$ cat src/rtl/stopwatch_ctrl.sv
// stopwatch_ctrl: debounced IDLE/RUN/PAUSE/LAP stopwatch sequencer with count-tick prescaler; define SW_LAPCNT_EN to add lap_cnt
module stopwatch_ctrl #(
  parameter int TICK_DIV     = 100000,
  parameter int DEBOUNCE_CYC = 1000000
) (
  input  logic       mclk,
  input  logic       rst,
  input  logic       btn_start,
  input  logic       btn_lap,
  input  logic       btn_clr,
  output logic       cnt_tick,
  output logic       cnt_clr,
  output logic       disp_freeze,
  output logic       running,
`ifdef SW_LAPCNT_EN
  output logic [3:0] lap_cnt,
`endif
  output logic [1:0] state
);
  localparam int PW = $clog2(TICK_DIV);
  localparam int DW = $clog2(DEBOUNCE_CYC + 1);
  typedef enum logic [1:0] {IDLE = 2'b00, RUN = 2'b01, PAUSE = 2'b10, LAP = 2'b11} state_t;
  state_t state_q, state_d;
  logic [2:0] sync1_q, sync2_q, deb_q, deb_d, ev_q, ev_d;
  logic [DW-1:0] dbc_q [3];
  logic [DW-1:0] dbc_d [3];
  logic [PW-1:0] pre_q, pre_d;
  logic tick_q, tick_d, clr_q, clr_d, run_q, run_d, frz_q, frz_d;
  logic ev_start, ev_lap, ev_clr, pre_clr, counting;
  always_comb begin
    for (int i = 0; i < 3; i++) begin
      dbc_d[i] = (sync2_q[i] == deb_q[i] || dbc_q[i] == DW'(DEBOUNCE_CYC - 1)) ? '0 : dbc_q[i] + 1'b1;
      deb_d[i] = (sync2_q[i] != deb_q[i] && dbc_q[i] == DW'(DEBOUNCE_CYC - 1)) ? ~deb_q[i] : deb_q[i];
    end
    ev_d = deb_d & ~deb_q;
  end
  assign ev_clr   = ev_q[2];
  assign ev_start = ev_q[0] & ~ev_q[2];
  assign ev_lap   = ev_q[1] & ~ev_q[0] & ~ev_q[2];
  assign counting = state_q == RUN || state_q == LAP;
  always_comb begin
    state_d = state_q;
    case (state_q)
      IDLE:    state_d = ev_start ? RUN : IDLE;
      RUN:     state_d = ev_start ? PAUSE : ev_lap ? LAP : RUN;
      LAP:     state_d = ev_start ? PAUSE : ev_lap ? RUN : LAP;
      PAUSE:   state_d = ev_clr ? IDLE : ev_start ? RUN : PAUSE;
      default: state_d = IDLE;
    endcase
    clr_d   = ev_clr && (state_q == IDLE || state_q == PAUSE);
    pre_clr = clr_d || (state_q == IDLE && ev_start);
    tick_d  = counting && pre_q == PW'(TICK_DIV - 1);
    pre_d   = pre_clr ? '0 : !counting ? pre_q : tick_d ? '0 : pre_q + 1'b1;
    run_d   = state_d == RUN || state_d == LAP;
    frz_d   = state_d == LAP;
  end
  always_ff @(posedge mclk or posedge rst) begin
    if (rst) begin
      sync1_q <= '0;
      sync2_q <= '0;
      deb_q   <= '0;
      ev_q    <= '0;
      dbc_q   <= '{default: '0};
      state_q <= IDLE;
      pre_q   <= '0;
      tick_q  <= 1'b0;
      clr_q   <= 1'b0;
      run_q   <= 1'b0;
      frz_q   <= 1'b0;
    end else begin
      sync1_q <= {btn_clr, btn_lap, btn_start};
      sync2_q <= sync1_q;
      deb_q   <= deb_d;
      ev_q    <= ev_d;
      dbc_q   <= dbc_d;
      state_q <= state_d;
      pre_q   <= pre_d;
      tick_q  <= tick_d;
      clr_q   <= clr_d;
      run_q   <= run_d;
      frz_q   <= frz_d;
    end
  end
`ifdef SW_LAPCNT_EN
  logic [3:0] lap_q, lap_d;
  always_comb lap_d = clr_d ? 4'd0 : (state_q == RUN && state_d == LAP && lap_q != 4'd15) ? lap_q + 4'd1 : lap_q;
  always_ff @(posedge mclk or posedge rst) begin
    if (rst) lap_q <= 4'd0;
    else lap_q <= lap_d;
  end
  assign lap_cnt = lap_q;
`endif
  assign cnt_tick    = tick_q;
  assign cnt_clr     = clr_q;
  assign disp_freeze = frz_q;
  assign running     = run_q;
  assign state       = state_q;
endmodule

$ cat config.mk
export PLATFORM = sky130hd
export DESIGN_NAME = stopwatch_ctrl
export DESIGN_NICKNAME = d
export VERILOG_FILES = /design/src/rtl/stopwatch_ctrl.sv
export SDC_FILE = /design/constraint.sdc
export NUM_CORES = 1
export LEC_CHECK = 0
export ABC_AREA = 1
export CORE_ASPECT_RATIO = 1.1
export CORE_MARGIN = 2
export CORE_UTILIZATION = 50
export DETAILED_ROUTE_END_ITERATION = 8
export PLACE_DENSITY = 0.66
export SYNTH_ARGS = -nofsm -noshare
export SYNTH_HDL_FRONTEND = slang
export SYNTH_SLANG_ARGS = --single-unit
$ cat constraint.sdc
create_clock -name mclk -period 6.5 [get_ports mclk]
set_input_delay 1.95 -clock mclk [delete_from_list [all_inputs] [get_ports mclk]]
set_output_delay 1.95 -clock mclk [all_outputs]
set_load 0.05 [all_outputs]
==> Yosys cells after proc, flatten, opt, wreduce, memory -nomap -nowiden <==
Index checks and enable logic that the tools add are counted.
{ "totals": {"out_inout_bits": 6, "regBits": 95, "input_bits": 5, "word_cells": 74} }
{ "op_classes": {"reduce_logical": 15, "bitwise_logic": 10, "n_addsub": 4, "mux": 17, "n_eq_ne": 15} }
{ "ops": {"columns": ["cell", "n"], "rows": [
  ["$add 20x1->20 const B", 3],
  ["$eq 20x20->1 const B", 3],
  ["$mux 20", 3],
  ["$mux 17", 3],
  ["$add 17x1->17 const B", 1],
  ["$eq 17x17->1 const B", 1],
  ["$mux 2", 6],
  ["$pmux 2 s4", 1],
  ["$logic_or 1x1->1", 7],
  ["$eq 2x2->1 const B", 3],
  ["$logic_and 1x1->1", 6],
  ["$not 1->1", 5],
  ["$eq 2x1->1 const B", 2],
  ["$mux 1", 4],
  ["$and 1x1->1", 3],
  ["$and 3x3->3", 1],
  ["$eq 1x1->1", 3],
  ["$ne 1x1->1", 3],
  ["$not 3->3", 1],
  ["$logic_not 2->1", 1],
  ["$reduce_bool 2->1", 1]
]} }

==> Logic depth before layout (Yosys ltp) <==
{ "logic_depth": {"ltp_word": 8, "ltp_mapped": 10, "depth_no_buf": 10} }

==> Worst setup path before layout <==
Ideal clock, no wire load.
{ "synth_timing": {"kind": "register to output", "startpoint": "register state_q[1], in the netlist state[1]", "endpoint": "output port state[1]", "setup_slack_ps": 3906, "n_path_buf": 0, "arrival_ps": 644, "required_ps": 4550, "path_stages_with_launch": 1, "path_cell_list": "dfrtp_1"} }
{ "synth_rtl": {"columns": ["item", "line", "source"], "rows": [
  ["start: declaration", "23", "state_t state_q, state_d;"],
  ["start signal: assignment", "76", "state_q <= state_d;"],
  ["end: declaration", "18", "output logic [1:0] state"]
]} }
No word-level cell between the ends.

==> Final worst setup path <==
{ "layout_timing": {"startpoint": "register state_q[0], in the netlist state[0]", "endpoint": "output port state[0]"} }
No word-level cell between the ends.

==> results.sh <==
export IMPL_root_buffer="clkbuf_8"
export IMPL_die_y_um=109.9
export IMPL_critPathSlowestCell="clkdlybuf4s50_1"
export IMPL_power_leakage_nw=2.360
export IMPL_crit_type="register to output port"
export IMPL_power_w=0.001059
export IMPL_placementRows=38
export IMPL_vdd_drop_max_mv=0.1122
export IMPL_power_density_mw_per_mm2=192.1
export IMPL_num_vias=4102
export IMPL_finClkSkew_ns=0.01257
export IMPL_clock_fmax_mhz=259.7
export IMPL_fin_nets=671
export IMPL_end_kind="output port"
export IMPL_internal_power_w=0.0008231
export IMPL_grt_max_degree=49
export IMPL_cp_top_family="buffers and inverters"
export IMPL_antenna_found_initial=0
export IMPL_path_cells="clkdlybuf4s50_1"
export IMPL_rsz0062_at_grt="false"
export IMPL_slew_headroom=0.6027
export IMPL_synth_seq_cells=95
export IMPL_gr_total_overflow=0
export IMPL_ys_seq_area_frac=0.4666
export IMPL_hold_viol=0
export IMPL_cap_violations=0
export IMPL_hold_buffers=0
export IMPL_hold_class="register to register"
export IMPL_pwr_share_clk=0.401
export IMPL_grt_first_pass_wirelength_um=17890
export IMPL_wl_per_cell_um=12.85
export IMPL_path_buf_inv=1
export IMPL_io_buffers=10
export IMPL_cts_setup_buffers=0
export IMPL_syn_inst=645
export IMPL_tightest_slew_ns=0.5959
export IMPL_grt_usage=0.2043
export IMPL_switching_share=0.2227
export IMPL_cp_data_required_time_ns=4.55
export IMPL_clockBufferDepth=2
export IMPL_htreeDepth=3
export IMPL_dp_cells=771
export IMPL_finalSetupTns_ns=0
export IMPL_synth_most_common_cell="nor2_1"
export IMPL_clkTransAtPathRegs_ns=0.10
export IMPL_critPathMaxFanout=10
export IMPL_netSwitchingPower_w=0.0002358
export IMPL_fin_crit_sh=0.5924
export IMPL_dpl_hpwl_um=7400
export IMPL_insertion_delay_ns=0.37
export IMPL_routabilityCongestion=0.9274
export IMPL_synth_commonest_cells="nor2_1 (153), nand2_1 (143), dfrtp_1 (95), inv_1 (60), nand3_1 (46)"
export IMPL_start_util=0.5152
export IMPL_layout_drive_gt1_share=0.07496
export IMPL_finalNonFillerCells=787
export IMPL_core_mm2=0.009889
export IMPL_antenna_cells=0
export IMPL_synth_avg_cell_area_um2=7.899
export IMPL_synth_top_area_frac=0.4666
export IMPL_start_kind="register"
export IMPL_synth_cell_types=33
export IMPL_syn_area_mm2=0.005095
export IMPL_route_detailed_drc=0
export IMPL_power_frac_comb=0.030
export IMPL_wirelength_um=10120
export IMPL_synthFlopType="dfrtp_1"
export IMPL_dieArea_mm2=0.01101
export IMPL_io_pins=11
export IMPL_yosysTopAreaCell="dfrtp_1"
export IMPL_finalMaxSlewViolations=0
export IMPL_cts_resized=0
export IMPL_ys_warn_count=0
export IMPL_post_route_min_period_ns=3.851
export IMPL_dr_pass1_iters=4
export IMPL_cts_tree="done"
export IMPL_grt_pass1_vias=3986
export IMPL_detail_route_antenna_nets=0
export IMPL_first_iter_violations=210
export IMPL_synth_edff_count=0
export IMPL_seqPwrFrac=0.569
export IMPL_synthArstFlopShare=1.000
export IMPL_vias_per_cell=5.212
export IMPL_fp_dieW_um=100.2
export IMPL_setup_viol=0
export IMPL_status="finished, final reports clean"
export IMPL_syn_to_final_growth_pct=8.202
export IMPL_cts_sinks=95
export IMPL_cts_made_buffers=9
export IMPL_critical_path_arrival_ns=1.90
export IMPL_cpPeakStageDelay_ns=0.89
export IMPL_synthesis_nets=654
export IMPL_synth_area_leaders="dfrtp_1 (47%), nor2_1 (11%), nand2_1 (11%), xor2_1 (6.0%), nand3_1 (4.5%)"
[final cells by class]
cell class	instances	area (um^2)
fillers	914	4377
multi-input cells	482	2422
flip-flops and latches	95	2377
inverters	63	241.5
well taps	120	150.1
clock buffers	11	131.4
repair buffers	11	107.6
clock inverters	5	82.58
[cells in the final DEF (no fill, tap or decap), types with 10 or more instances in the layout]
cell type	synthesis	final
clkdlybuf4s50_1	0	10
dfrtp_1	95	95
inv_1	60	59
nand2_1	143	143
nand3_1	46	46
nand4_1	23	23
nor2_1	153	153
nor2_2	12	12
xor2_1	35	35
[power groups by stage]
stage / sequential [W] / combinational, W / clock, W
2_1_floorplan: 0.000613 / 0.0000248 / 0
6_report: 0.000602 / 0.0000316 / 0.000425
3_5_place_dp: 0.000614 / 0.0000331 / 0
4_1_cts: 0.000602 / 0.0000330 / 0.000438
5_1_grt: 0.000603 / 0.0000374 / 0.000458
3_3_place_gp: 0.000614 / 0.0000320 / 0
[per-layer routing]
| layer | wire [um] | track usage | up-vias | part of all wire |
|---|---|---|---|---|
| li1 | - | - | 2087 | - |
| met1 | 4731 | 0.2625 | 1909 | 0.47 |
| met2 | 4823 | 0.3408 | 85 | 0.48 |
| met3 | 352 | 0.03497 | 21 | 0.035 |
| met4 | 208 | 0.09002 | 0 | 0.021 |
| met5 | 0 | 0 | - | 0 |
[cells by family after synthesis]
logic type / synth area share
xor+xnor: 0.07564
buf+inv: 0.05796
fa+ha+maj: 0.009824
compound gates: 0.03242
flops: 0.4666
simple gates: 0.3576
[state kept, by name, indices dropped and copies added, names as in the netlist]
name	count
ev_q	3
sync1_q	3
disp_freeze	1
sync2_q	3
deb_q	3
cnt_tick	1
running	1
cnt_clr	1
dbc_q	60
pre_q	17
state	2
[stage by stage]
step           instance area, um^2  worst slack [ns]  utilization  hold WS [ns]
3_5_place_dp                  5299             2.978       0.5358        0.3418
3_3_place_gp                  5299             3.013       0.5358        0.3407
6_report                      5513             2.649       0.5574        0.3567
4_1_cts                       5513             2.651       0.5574        0.3615
5_1_grt                       5513             2.592       0.5574        0.3639
2_1_floorplan                 5095             2.073            -        0.3312
[worst paths after layout]
path	startpoint	to	slack (ns)	cells after the start
setup / recovery	state[0]$_DFF_PP0_	state[0]	2.65	1
hold / removal	sync1_q[2]$_DFF_PP0_	sync2_q[2]$_DFF_PP0_	0.36	0
setup reg to reg	state[0]$_DFF_PP0_	pre_q[15]$_DFFE_PP0P_	4.67	7
hold reg to reg	sync1_q[2]$_DFF_PP0_	sync2_q[2]$_DFF_PP0_	0.36	0
max in group asynchronous	rst	sync1_q[2]$_DFF_PP0_	3.46	3
min in group asynchronous	rst	dbc_q[54]$_DFF_PP0_	2.00	2
Power figures use the tool's default switching activity.
